==> src/rtl/cpu_clk_pkg.sv <==
// cpu_clk_pkg
//   Shared types and constants for the CPU clock-enable controller.
//   state_t            : controller FSM states (BURST only reachable when
//                        CPU_CLK_BURST_EN is defined)
//   CE_COUNT_W         : width of the front-panel cpu_ce counter
//   DEB_CYCLES_DEFAULT : debounce hold time at the board clock
package cpu_clk_pkg;

    typedef enum logic [2:0] {
        IDLE,
        RUN,
        STEP,
        HALTED,
        BURST
    } state_t;

    localparam int CE_COUNT_W           = 16;
    localparam int DEB_CYCLES_DEFAULT   = 1_000_000;
    localparam int DEB_W_DEFAULT        = 20;
    localparam int SYNC_STAGES_DEFAULT  = 2;

    // Burst length field of the optional burst_n input.
    localparam int BURST_W              = 4;

endpackage

==> src/rtl/btn_debounce.sv <==
// btn_debounce
//   Synchronises a raw, bouncy push-button, debounces it and emits a
//   one-cycle pulse on each debounced rising edge.
//   Parameters: DEB_CYCLES  cycles the synced level must hold to be accepted
//               DEB_W       counter width (2**DEB_W > DEB_CYCLES)
//               SYNC_STAGES synchroniser depth
//   Ports: CLK, CLRn (async, active-low)
//          btn    in  raw asynchronous button
//          press  out one-CLK pulse when the debounced level goes 0 -> 1
module btn_debounce #(
    parameter int DEB_CYCLES  = 4,
    parameter int DEB_W       = 20,
    parameter int SYNC_STAGES = 2
) (
    input  logic CLK,
    input  logic CLRn,
    input  logic btn,
    output logic press
);

    logic [SYNC_STAGES-1:0] sync_q;
    logic                   synced;
    logic                   stable;
    logic [DEB_W-1:0]       cnt;

    assign synced = sync_q[SYNC_STAGES-1];

    always_ff @(posedge CLK or negedge CLRn) begin
        if (!CLRn) begin
            sync_q <= '0;
            stable <= 1'b0;
            cnt    <= '0;
            press  <= 1'b0;
        end else begin
            sync_q[0] <= btn;
            for (int i = 1; i < SYNC_STAGES; i++)
                sync_q[i] <= sync_q[i-1];

            press <= 1'b0;
            // Any return to the accepted level restarts the hold timer, so
            // only an uninterrupted run of DEB_CYCLES differing samples
            // changes the stable level.
            if (synced == stable) begin
                cnt <= '0;
            end else if (cnt == DEB_W'(DEB_CYCLES - 1)) begin
                stable <= synced;
                cnt    <= '0;
                // Registered alongside stable, so it coincides with the
                // cycle stable first reads 1.
                press  <= synced;
            end else begin
                cnt <= cnt + DEB_W'(1);
            end
        end
    end

endmodule

==> src/rtl/cpu_clock_ctrl.sv <==
// cpu_clock_ctrl
//   Converts the divider's slow-clock level into a one-CLK CPU clock enable.
//   Run mode fires once per slow-clock rising edge, step mode once per
//   debounced step-button press. A CPU HLT request parks the controller in
//   HALTED until the next press.
//   Optional feature (macro CPU_CLK_BURST_EN): adds burst_n; a press in step
//   mode then issues burst_n+1 enables, one per slow-clock rising edge.
//   Ports: CLK, CLRn (async, active-low)
//          tick      in  slow-clock level, synchronous to CLK
//          mode_run  in  1 = run, 0 = single step (asynchronous)
//          step_btn  in  raw step button, active-high (asynchronous)
//          halt_req  in  CPU HLT decode, synchronous to CLK
//          burst_n   in  burst length - 1 (CPU_CLK_BURST_EN only)
//          cpu_ce    out CPU clock enable, one CLK wide, latency 1
//          halted    out 1 while HALTED
//          run_led   out 1 while RUN
//          ce_count  out number of cpu_ce pulses issued, wraps
module cpu_clock_ctrl
    import cpu_clk_pkg::*;
#(
    parameter int DEB_CYCLES  = DEB_CYCLES_DEFAULT,
    parameter int DEB_W       = DEB_W_DEFAULT,
    parameter int SYNC_STAGES = SYNC_STAGES_DEFAULT
) (
    input  logic                  CLK,
    input  logic                  CLRn,
    input  logic                  tick,
    input  logic                  mode_run,
    input  logic                  step_btn,
    input  logic                  halt_req,
`ifdef CPU_CLK_BURST_EN
    input  logic [BURST_W-1:0]    burst_n,
`endif
    output logic                  cpu_ce,
    output logic                  halted,
    output logic                  run_led,
    output logic [CE_COUNT_W-1:0] ce_count
);

    state_t                 state;
    logic [SYNC_STAGES-1:0] mode_sync;
    logic                   mode_s;
    logic                   tick_d;
    logic                   tick_edge;
    logic                   press;
`ifdef CPU_CLK_BURST_EN
    logic [BURST_W-1:0]     burst_left;
`endif

    // tick already lives in the CLK domain; only the edge is needed.
    assign tick_edge = tick & ~tick_d;
    assign mode_s    = mode_sync[SYNC_STAGES-1];

    btn_debounce #(
        .DEB_CYCLES  (DEB_CYCLES),
        .DEB_W       (DEB_W),
        .SYNC_STAGES (SYNC_STAGES)
    ) u_deb (
        .CLK   (CLK),
        .CLRn  (CLRn),
        .btn   (step_btn),
        .press (press)
    );

    always_ff @(posedge CLK or negedge CLRn) begin
        if (!CLRn) begin
            mode_sync <= '0;
            tick_d    <= 1'b0;
        end else begin
            mode_sync[0] <= mode_run;
            for (int i = 1; i < SYNC_STAGES; i++)
                mode_sync[i] <= mode_sync[i-1];
            tick_d <= tick;
        end
    end

    // Controller FSM. Branch order encodes priority: halt first, then a mode
    // change (which swallows any trigger in the same cycle), then the trigger.
    always_ff @(posedge CLK or negedge CLRn) begin
        if (!CLRn) begin
            state      <= IDLE;
            cpu_ce     <= 1'b0;
            halted     <= 1'b0;
            run_led    <= 1'b0;
            ce_count   <= '0;
`ifdef CPU_CLK_BURST_EN
            burst_left <= '0;
`endif
        end else begin
            cpu_ce <= 1'b0;
            case (state)
                IDLE: begin
                    if (mode_s) begin
                        state   <= RUN;
                        run_led <= 1'b1;
                    end else begin
                        state   <= STEP;
                    end
                end

                RUN: begin
                    if (halt_req) begin
                        state   <= HALTED;
                        halted  <= 1'b1;
                        run_led <= 1'b0;
                    end else if (!mode_s) begin
                        state   <= STEP;
                        run_led <= 1'b0;
                    end else if (tick_edge) begin
                        cpu_ce   <= 1'b1;
                        ce_count <= ce_count + CE_COUNT_W'(1);
                    end
                end

                STEP: begin
                    if (halt_req) begin
                        state  <= HALTED;
                        halted <= 1'b1;
                    end else if (mode_s) begin
                        state   <= RUN;
                        run_led <= 1'b1;
                    end else if (press) begin
`ifdef CPU_CLK_BURST_EN
                        // Pulses come later, paced by tick edges.
                        state      <= BURST;
                        burst_left <= burst_n;
`else
                        cpu_ce   <= 1'b1;
                        ce_count <= ce_count + CE_COUNT_W'(1);
`endif
                    end
                end

                HALTED: begin
                    // Leave via IDLE so the mode switch is re-evaluated.
                    if (press) begin
                        state  <= IDLE;
                        halted <= 1'b0;
                    end
                end

`ifdef CPU_CLK_BURST_EN
                BURST: begin
                    if (halt_req) begin
                        state  <= HALTED;
                        halted <= 1'b1;
                    end else if (tick_edge) begin
                        cpu_ce   <= 1'b1;
                        ce_count <= ce_count + CE_COUNT_W'(1);
                        if (burst_left == '0)
                            state <= STEP;
                        else
                            burst_left <= burst_left - BURST_W'(1);
                    end
                end
`endif

                default: begin
                    state   <= IDLE;
                    halted  <= 1'b0;
                    run_led <= 1'b0;
                end
            endcase
        end
    end

endmodule
==> config.mk <==
export PLATFORM = sky130hd
export DESIGN_NAME = cpu_clock_ctrl
export DESIGN_NICKNAME = d
export VERILOG_FILES = /design/src/rtl/cpu_clk_pkg.sv /design/src/rtl/btn_debounce.sv /design/src/rtl/cpu_clock_ctrl.sv
export SDC_FILE = /design/constraint.sdc
export NUM_CORES = 1
export LEC_CHECK = 0
export ABC_AREA = 1
export BUFFER_PORTS_ARGS = -buffer_cell sky130_fd_sc_hd__buf_2
export CAP_MARGIN = 20
export CORE_MARGIN = 10
export CORE_UTILIZATION = 45
export DETAILED_ROUTE_END_ITERATION = 10
export SLEW_MARGIN = 5
export SYNTH_ARGS = -nofsm -noshare
export SYNTH_HDL_FRONTEND = slang
export SYNTH_SLANG_ARGS = --single-unit
==> constraint.sdc <==
create_clock -name CLK -period 3.6 [get_ports CLK]
set_input_delay 0.54 -clock CLK [delete_from_list [all_inputs] [get_ports CLK]]
set_output_delay 0.54 -clock CLK [all_outputs]
set_load 0.005 [all_outputs]
### Yosys cells after proc, flatten, opt, wreduce, memory -nomap -nowiden

Index checks and enable logic that the tools add are counted.

* register bits: 49
* input bits: 6
* output and inout bits: 19
* logic and storage cells: 74

* add/subtract/negate cells: 2
* eq/ne operators: 15
* mux-type cells: 33
* bitwise gates (word level): 5
* reduce and logical (&&, ||, !) cells: 8

Operator list (count)
* $mux W16: 6
* $mux W20: 2
* $pmux W16 S2: 1
* $add A20 B1 Y20 const B: 1
* $eq A20 B20 Y1 const B: 1
* $add A16 B1 Y16 const B: 1
* $mux W3: 5
* $mux W1: 14
* $pmux W3 S4: 1
* $ne A2 B2 Y1 const B: 5
* $reduce_and A3 Y1: 3
* $reduce_and A7 Y1: 1
* $eq A3 B2 Y1 const B: 2
* $ne A2 B1 Y1 const B: 3
* $ne A3 B3 Y1 const B: 2
* $not A1 Y1: 4
* $pmux W1 S4: 1
* $eq A3 B1 Y1 const B: 1
* $logic_not A3 Y1: 1
* $pmux W1 S3: 1
* $mux W2: 1
* $pmux W1 S2: 1
* $reduce_and A2 Y1: 1
* $reduce_bool A2 Y1: 1
* other kinds (3): 3

### Longest topological paths before layout

Gate-level depths: netlist of run 1.

* depth after elaboration: 6
* gate-level depth with buffers: 11
* gate-level depth less buffers: 10

### By module

Synthesis of run 1 repeated with hierarchy kept, for this count alone.

* cell total of the unflattened synthesis: 363
* area, all modules: 2851.5 um^2

By module, submodules not included
* cpu_clock_ctrl: instances 1, cells an instance 196, area an instance 1456.4 um^2, sequential area each 600.6 um^2
* btn_debounce: instances 1, cells an instance 167, area an instance 1395.1 um^2, sequential area each 600.6 um^2

### Worst setup path before layout of run 1

OpenSTA, ideal clock, no wires.

* kind: register to register
* start point: register state[0]
* end point: register ce_count[12]
* library setup time: 117 ps
* data arrival time: 1446 ps
* data required time: 3483 ps
* path slack: 2037 ps
* stages on the path, launching flop included: 11
* path buffers: 1
* period minus slack after synthesis: 1563 ps
* cell sequence: dfrtp_1 > inv_1 > ha_1 > or2_0 > nand2_1 > nand3_2 > buf_6 > nor2_4 > nand2_1 > nand2_1 > nand2_1

* cells in the longest elaborated chain, start to end: 3
* elaborated cells between the ends (all ways): 11
* those cells by class: 8 x eq/ne; 1 x mux; 2 x reduce/logical

RTL lines
* start: declaration: line cpu_clock_ctrl.sv:40 `state_t state;`
* start signal: assignment: line cpu_clock_ctrl.sv:81 `state <= IDLE;`
* start signal: assignment: line cpu_clock_ctrl.sv:94 `state <= RUN;`
* start signal: assignment: line cpu_clock_ctrl.sv:97 `state <= STEP;`
* $eq A3 B2 Y1 or $eq A3 B1 Y1 (tied branches): line cpu_clock_ctrl.sv:91 `case (state)`
* $ne A2 B1 Y1 (no line) (tied with other cells)
* $reduce_and A7 Y1 (no line)
* end signal: assignment: line cpu_clock_ctrl.sv:111 `ce_count <= ce_count + CE_COUNT_W'(1);`
* end signal: assignment: line cpu_clock_ctrl.sv:129 `ce_count <= ce_count + CE_COUNT_W'(1);`
* end: declaration: line cpu_clock_ctrl.sv:37 `output logic [CE_COUNT_W-1:0] ce_count`

Parallel ways exist; a longest one is shown, timed or not.
A chain may end at the register's enable or synchronous reset.

### Worst setup path after layout of run 1

* start point: register state[0]
* end point: register ce_count[15]

Same word-level chain as after synthesis.

==> results of run 1 <==
-- where the power goes --
part           internal [W]  switching (W)  leakage [nW]
Combinational      0.000138       0.000236         0.683
Clock              0.000227       0.000185        0.0614
Sequential         0.000598      0.0000574         0.640
Total              0.000964       0.000479          1.38
-- layout by cell type (no fill, tap or decap), types with 2 or more instances in the layout --
master    count
nand3_2       5
nor2_1       51
inv_1        35
buf_2        24
o21ai_0       5
nand4_1       9
a41oi_1       2
nand2_1      91
dfrtp_1      48
nand3_1      18
a21oi_1       4
xor2_1       13
nand3b_1      2
nor3_2        3
nor3_1        8
nor2_4        3
xnor2_1       4
ha_1          7
clkbuf_8      6
inv_2         2
nor2_2        2
-- final cells by class --
class	instances	area share
multi-input cells	236	0.419
flip-flops and latches	48	0.411
inverters	38	0.0497
repair buffers	25	0.0480
well taps	72	0.0308
clock buffers	6	0.0283
clock inverters	2	0.0133
-- flip-flops by register name, summed over array words and instances, names as in the netlist --
name and flops:
state 2, halted 1, mode_sync 2, run_led 1, u_deb.stable 1, cpu_ce 1
ce_count 16, tick_d 1, u_deb.cnt 20, u_deb.sync_q 2, u_deb.press 1
-- synthesized netlist by cell type --
| cell type | instances | area (sq um) |
|---|---|---|
| a21oi_1 | 4 | 20.0 |
| a41oi_1 | 2 | 17.5 |
| buf_6 | 2 | 22.5 |
| dfrtp_1 | 48 | 1200 |
| ha_1 | 7 | 87.6 |
| inv_1 | 35 | 131 |
| inv_2 | 2 | 7.51 |
| inv_4 | 1 | 6.26 |
| nand2_1 | 91 | 342 |
| nand2_2 | 1 | 6.26 |
| nand2_4 | 1 | 11.3 |
| nand3_1 | 18 | 90.1 |
| nand3_2 | 5 | 50.1 |
| nand3b_1 | 2 | 15.0 |
| nand4_1 | 9 | 56.3 |
| nor2_1 | 51 | 191 |
| nor2_2 | 2 | 12.5 |
| nor2_4 | 3 | 33.8 |
| nor3_1 | 8 | 40.0 |
| nor3_2 | 3 | 30.0 |
| o211ai_1 | 1 | 7.51 |
| o21ai_0 | 5 | 25.0 |
| o21ai_1 | 1 | 5.00 |
| o21bai_1 | 1 | 7.51 |
| o22ai_1 | 1 | 6.26 |
| o31ai_1 | 1 | 7.51 |
| or2_0 | 1 | 6.26 |
| or2_2 | 1 | 6.26 |
| xnor2_1 | 4 | 35.0 |
| xor2_1 | 13 | 114 |
-- routing by layer --
layer / track usage / vias up / share of wire
met3: 0.0241 / 6 / 0.043
met1: 0.158 / 939 / 0.47
met2: 0.203 / 27 / 0.47
met4: 0.0541 / 0 / 0.014
li1: - / 1080 / -
met5: 0 / - / 0
-- worst paths after layout --
kind / from / to / slack [ns] / depth (start not counted)
min in group CLK: step_btn / u_deb.sync_q[0]$_DFF_PN0_ / 0.34 / 1
worst max register to register: state[0]$_DFFE_PN0P_ / ce_count[15]$_DFFE_PN0P_ / 1.62 / 9
worst min-delay path: CLRn / ce_count[4]$_DFFE_PN0P_ / 0.09 / 1
worst min register to register: u_deb.sync_q[0]$_DFF_PN0_ / u_deb.sync_q[1]$_DFF_PN0_ / 0.35 / 0
worst max-delay path: state[0]$_DFFE_PN0P_ / ce_count[15]$_DFFE_PN0P_ / 1.62 / 9
max in group asynchronous: CLRn / u_deb.cnt[14]$_DFF_PN0_ / 3.02 / 2
-- metrics by stage --
step | total power, W | worst slack (ns) | utilization
finish | 0.00144 | 1.62 | 0.527
CTS | 0.00147 | 1.59 | 0.524
global route | 0.00156 | 1.37 | 0.527
floorplan | 0.000938 | 2.04 | -
global placement | 0.00104 | 1.71 | 0.502
detailed placement | 0.00104 | 1.62 | 0.502
-- kinds of logic after synthesis --
family	synth area share
adder cells (fa/ha/maj)	0.0338
flip-flops	0.463
AND/OR/NAND/NOR	0.344
AO/OA/AOI/OAI	0.0372
buffers and inverters	0.0647
XOR/XNOR	0.0574
-- critical path, stage by stage (launching register included) --
cell and delay, ns:
dfrtp_1 0.42, inv_1 0.08, ha_1 0.28, or2_0 0.24, nand2_1 0.07, nand3_2 0.23
inv_2 0.32, nand3_1 0.11, nand2_1 0.07, nand2_1 0.05
==> reports/qor.csv, run 1 <==
metric,value,unit
status,finished clean,
Final Setup Violations,0,
Clock Skews,0.0105,ns
Hold Fails Final Rpt,0,
period utilization,0.549,
Hold WS,0.0924,ns
Syn Area/Cell,8.00,sq um
crit path kind,reg2reg,
CTS Hold Bufs,0,
Post-route DRC,0,
Hold Crit Class,in2async,
WL per Instance,11.9,um
die area,9200,sq um
via count,2052,
FP Rows,27,
first-pass GRT wire length,9250,um
Final min period,1.98,ns
area of the multi-input gates,1220,sq um
placed insts,418,
Port Buffers,24,
Fmax,506,MHz
die height,95.9,um
Max Cap Viol,0,
vias in the first global route,2027,
final setup TNS,0,ns
"CTS clk-pin slew, worst paths",0.09,ns
Syn Inst Count,324,
share of cells above drive strength 1,0.146,
Skew-Pair Late Insertion Delay,0.30,ns
CTS tree,done,
Power Dens Cells,494,nW/um^2
GPL Wtd Cong,0.881,
H-tree levels,2,
maximum vdd ir drop,229,uV
measured slew at the worst slew-check pin,0.413,ns
I/O Pins,25,
largest net degree at the start of global routing,49,
drt via density,4.81,
Yosys warnings,0,
Startpoint Class,register,
CTS root buf,clkbuf_8,
GRT Util Overall,0.125,
"antenna viol nets, final",0,
Post-CTS Setup Repair Bufs,0,
worst-path maximum fanout,17,
final net count,367,
"Slew Viols, Final",0,
Synthesized Nets,337,
crit path capture type,register,
core area,5540,sq um
clock sinks,48,
Seq. cell area,1200,sq um
final instance area,2920,sq um
synthesized cell area,2590,sq um
synthesis-stage register bit count,48,
detailed-placement wirelength estimate,3830,um
RSZ-0062 raised after global routing,false,
Slew HR,0.723,
total iterations of the first detailed-routing run,4,
clock tree buffer depth,2,
critical path arrival,2.18,ns
# diodes,0,
P&R area growth vs syn,12.7,%
CTS Buf Count,5,
Initial Utilization,0.468,
"Distinct cells, synth",30,
post-CTS resize count,0,
CP Data Required Time,3.80,ns
FILL cells,542,
Finished Layout Cells,427,
sequential element share of the synthesized area,0.463,
total grt overflow,0,
Routed WL,5070,um
Iteration-0 DRC Markers,69,
LEAKAGE,1.38,nW
Die W,95.9,um
DP Area,2780,sq um
initial antenna violation count,0,
Power figures use the tool's default switching activity.
==> inputs of run 2 (changes only) <==
- clock period: 3.6 -> 1.9 ns (I/O delays scaled with it)
==> reports/qor.csv, run 2 (synthesis gave the netlist of run 1 again) <==
metric,value,unit,change
Slew HR,0.605,,-0.118
Hold Crit Class,in2reg,,
"Slew Viols, Final",0,,unchanged
Initial Utilization,0.468,,unchanged
LEAKAGE,1.40,nW,+1.2%
WL per Instance,12.0,um,+0.73%
final net count,370,,+0.82%
total grt overflow,0,,unchanged
critical path arrival,1.88,ns,-0.30 ns
largest net degree at the start of global routing,26,,-47%
Finished Layout Cells,430,,+0.70%
crit path kind,reg2reg,,
Port Buffers,24,,unchanged
CTS Buf Count,5,,unchanged
# diodes,0,,unchanged
CP dominant cell by count,nand2_1,,
WHS Path Cells,1,,
most frequent cells in the layout,"nand2_1, nor2_1, dfrtp_1",,
Post-route DRC,0,,unchanged
biggest regs,"u_deb.cnt (20), ce_count (16)",,
Worst Path Buf+Inv,2,,unchanged
clock sinks,48,,unchanged
Critical Path Stages,10,,+1
"slowest stage delay, CP",0.41,ns,about the same
status,finished clean,,
core area,5540,sq um,unchanged
share of cells above drive strength 1,0.156,,+0.00995
crit path capture type,register,,
Final Setup Violations,0,,unchanged
H-tree levels,2,,unchanged
Worst Reg-to-Reg Cells,10,,+1
Hold Fails Final Rpt,0,,unchanged
Iteration-0 DRC Markers,62,,-10%
slowest CP cell,dfrtp_2,,
maximum vdd ir drop,435,uV,+90%
initial antenna violation count,0,,unchanged
placed insts,421,,+0.72%
CP Cell Sequence,"inv_1, ha_1, or2_0, nand2_1, nand3_2, buf_4, nor2_4, nand2_1, nand2_1, nand2_1",,
die area,9200,sq um,unchanged
measured slew at the worst slew-check pin,0.593,ns,+0.180 ns
Max Cap Viol,0,,unchanged
GPL Wtd Cong,0.877,,-0.44%
final setup TNS,0,ns,unchanged
P&R area growth vs syn,14.5,%,
Clock Skews,0.0172,ns,+0.00667 ns
Top Family by Delay on Critical Path,simple AND/OR/NAND/NOR gates,,
"commonest non-fill, non-tap cell in the layout",nand2_1,,
GRT Util Overall,0.123,,-0.00182
I/O Pins,25,,unchanged
Startpoint Class,register,,
Fmax,591,MHz,+17%
via count,2077,,+1.2%
FP Rows,27,,unchanged
period utilization,0.891,,+0.342
first-pass GRT wire length,9360,um,+1.2%
CTS root buf,clkbuf_8,,
Post-CTS Setup Repair Bufs,0,,unchanged
CP Data Required Time,2.08,ns,-1.72 ns
worst-path maximum fanout,7,,-10
drt via density,4.83,,+0.51%
total iterations of the first detailed-routing run,4,,unchanged
Routed WL,5150,um,+1.4%
"Core Util, Final",0.536,,+0.00836
detailed-placement wirelength estimate,3950,um,+3.1%
clock tree buffer depth,2,,unchanged
Final min period,1.69,ns,-0.284 ns
Power Dens Cells,969,nW/um^2,+96%
Die W,95.9,um,unchanged
"antenna viol nets, final",0,,unchanged
FILL cells,555,,+2.4%
die height,95.9,um,unchanged
CTS tree,done,,
vias in the first global route,2099,,+3.6%
max FFs per register,20,,unchanged
Top reg by flops,u_deb.cnt,,
Skew-Pair Late Insertion Delay,0.30,ns,about the same
RSZ-0062 raised after global routing,false,,
"CTS clk-pin slew, worst paths",0.10,ns,about the same
total power,0.00288,W,+99%
## run 2: routing by layer
layer | up-vias | global-route usage | wire (um)
li1 | 1092 | - | -
met1 | 948 | 0.151 | 2430
met2 | 33 | 0.210 | 2420
met3 | 4 | 0.0288 | 269
met4 | 0 | 0.0344 | 18
met5 | - | 0 | 0
## run 2: metrics by stage
stage / hold WS [ns] / area [sq um] / worst slack (ns)
after global routing: 0.0624 / 2970 / 0.0124
final: 0.0771 / 2970 / 0.207
after detailed placement: 0.329 / 2820 / 0.171
after global placement: 0.320 / 2820 / 0.228
after CTS: 0.0686 / 2960 / 0.155
after floorplan: -0.0106 / 2590 / 0.337
## run 2: area by class of cell
cell class	instances	area (sq um)	share of cell area
Timing Repair Buffer	28	165	0.0556
Clock buffer	5	68.8	0.0232
Inverter	38	146	0.0493
Clock inverter	3	68.8	0.0232
Tap cell	72	90.1	0.0304
Multi-Input combinational cell	236	1230	0.413
Sequential cell	48	1200	0.405
## run 2: repair_timing
action	in CTS	in global routing
endpoints found under the setup margin	0	5
hold buffers	1	0
hold endpoints to repair	18	0
resized for setup	0	3
## run 2: power by group
| part | switching, W | internal (W) | total (W) | leakage [nW] |
|---|---|---|---|---|
| Sequential | 0.000110 | 0.00114 | 0.00125 | 0.639 |
| Clock | 0.000364 | 0.000530 | 0.000894 | 0.0687 |
| Combinational | 0.000450 | 0.000286 | 0.000737 | 0.693 |
## run 2: worst paths after layout
check / from / endpoint / slack (ns)
worst min-delay path: mode_run / mode_sync[0]$_DFF_PN0_ / 0.08
worst min register to register: u_deb.sync_q[0]$_DFF_PN0_ / u_deb.sync_q[1]$_DFF_PN0_ / 0.36
max in group asynchronous: CLRn / state[0]$_DFFE_PN0P_ / 0.84
worst max-delay path: state[0]$_DFFE_PN0P_ / ce_count[12]$_DFFE_PN0P_ / 0.21
worst max register to register: state[0]$_DFFE_PN0P_ / ce_count[12]$_DFFE_PN0P_ / 0.21
min in group asynchronous: CLRn / halted$_DFFE_PN0P_ / 0.50
==> inputs of run 3 (changes only) <==
- SLEW_MARGIN: 5 -> not set
- clock period: 1.9 -> 2 ns (I/O delays scaled with it)
==> reports/qor.csv, run 3 (synthesis gave the netlist of run 1 again) <==
metric,value,unit,change
status,finished clean,,
drt via density,4.79,,-0.93%
total iterations of the first detailed-routing run,4,,unchanged
max FFs per register,20,,unchanged
RSZ-0062 raised after global routing,false,,
GRT Util Overall,0.116,,-0.00632
first-pass GRT wire length,8710,um,-7.0%
Final Setup Violations,0,,unchanged
most frequent cells in the layout,"nand2_1, nor2_1, dfrtp_1",,
Power Dens Cells,878,nW/um^2,-9.4%
total grt overflow,0,,unchanged
"slowest stage delay, CP",0.42,ns,about the same
die height,95.9,um,unchanged
crit path capture type,register,,
share of cells above drive strength 1,0.146,,-0.0108
I/O Pins,25,,unchanged
final net count,369,,-0.27%
clock sinks,48,,unchanged
"commonest non-fill, non-tap cell in the layout",nand2_1,,
core area,5540,sq um,unchanged
CP dominant cell by count,nand2_1,,
CTS Hold Bufs,1,,unchanged
vias in the first global route,1924,,-8.3%
Hold Crit Class,in2reg,,
Routed WL,5030,um,-2.2%
maximum vdd ir drop,404,uV,-7.1%
CP Data Required Time,2.19,ns,+0.11 ns
Hold Fails Final Rpt,0,,unchanged
# diodes,0,,unchanged
LEAKAGE,1.39,nW,-1.0%
via count,2053,,-1.2%
worst-path maximum fanout,10,,+3
Worst Path Buf+Inv,2,,unchanged
"Slew Viols, Final",0,,unchanged
CTS Buf Count,5,,unchanged
WL per Instance,11.7,um,-1.9%
Port Buffers,24,,unchanged
Slew HR,0.621,,+0.0157
Max Cap Viol,0,,unchanged
detailed-placement wirelength estimate,3850,um,-2.5%
Startpoint Class,register,,
CTS root buf,clkbuf_8,,
P&R area growth vs syn,12.8,%,
clock tree buffer depth,2,,unchanged
largest net degree at the start of global routing,26,,unchanged
Clock Skews,0.0102,ns,-0.00702 ns
Hold WS,0.0971,ns,+0.0199 ns
Fmax,579,MHz,-1.9%
measured slew at the worst slew-check pin,0.569,ns,-0.0235 ns
Initial Utilization,0.468,,unchanged
FP Rows,27,,unchanged
final setup TNS,0,ns,unchanged
Post-route DRC,0,,unchanged
Post-CTS Setup Repair Bufs,0,,unchanged
Iteration-0 DRC Markers,62,,unchanged
CP Cell Sequence,"inv_1, ha_1, or2_0, nand2_1, nand3_2, buf_4, nor2_4, nand2_1, nand2_1, nand2_1",,
final worst slack,0.273,ns,+0.0664 ns
"antenna viol nets, final",0,,unchanged
GPL Wtd Cong,0.900,,+2.6%
slowest CP cell,dfrtp_1,,
critical path arrival,1.92,ns,+0.04 ns
post-place setup slack,0.281,ns,+0.110 ns
period utilization,0.863,,-0.0278
die area,9200,sq um,unchanged
initial antenna violation count,0,,unchanged
H-tree levels,2,,unchanged
"CTS clk-pin slew, worst paths",0.09,ns,about the same
Top reg by flops,u_deb.cnt,,
flop2flop setup slack,0.27,ns,+0.07 ns
CTS tree,done,,
biggest regs,"u_deb.cnt (20), ce_count (16)",,
Skew-Pair Late Insertion Delay,0.30,ns,about the same
crit path kind,reg2reg,,
Die W,95.9,um,unchanged
Final min period,1.73,ns,+0.0336 ns
post-CTS resize count,0,,unchanged
Top Family by Delay on Critical Path,simple AND/OR/NAND/NOR gates,,
## run 3: changes by cell type in the layout (fill, tap and decap cells not counted)
cell       previous run  this run
buf_4                 2         1
dfrtp_1              47        48
clkbuf_1              0         1
ha_1                  6         7
inv_2                 1         2
inv_6                 1         0
bufinv_16             2         1
dfrtp_2               1         0
ha_2                  1         0
## run 3: final timing paths
kind                                                 from  depth (start not counted)                        end
worst max-delay path                 state[0]$_DFFE_PN0P_                         10   ce_count[12]$_DFFE_PN0P_
worst min-delay path                             mode_run                          1     mode_sync[0]$_DFF_PN0_
worst max register to register       state[0]$_DFFE_PN0P_                         10   ce_count[12]$_DFFE_PN0P_
worst min register to register  u_deb.sync_q[0]$_DFF_PN0_                          0  u_deb.sync_q[1]$_DFF_PN0_
max in group asynchronous                            CLRn                          3    u_deb.cnt[10]$_DFF_PN0_
min in group asynchronous                            CLRn                          2        run_led$_DFFE_PN0P_
## run 3: through the flow
step	power [W]	std cells	util	cell area, sq um
finish	0.00257	429	0.528	2930
global route	0.00277	429	0.528	2930
CTS	0.00261	429	0.528	2930
detailed placement	0.00190	420	0.507	2810
global placement	0.00189	420	0.507	2810
floorplan	0.00169	324	-	2590
## run 3: layout make-up
class                   instances  area [sq um]
clock buffers                   6          72.6
clock inverters                 2          35.0
fillers                       557          2620
inverters                      38           145
multi-input cells             236          1220
flip-flops and latches         48          1200
well taps                      72          90.1
repair buffers                 27           158
## run 3: report_power, final
part / internal, W / switching (W)
logic: 0.000260 / 0.000429
registers: 0.00108 / 0.000110
clock network: 0.000371 / 0.000319
## run 3: per-layer routing
layer	part of all wire	track usage	vias up
li1	-	-	1090
met1	0.47	0.145	924
met2	0.46	0.191	32
met3	0.053	0.0265	7
met4	0.015	0.0467	0
met5	0	0	-
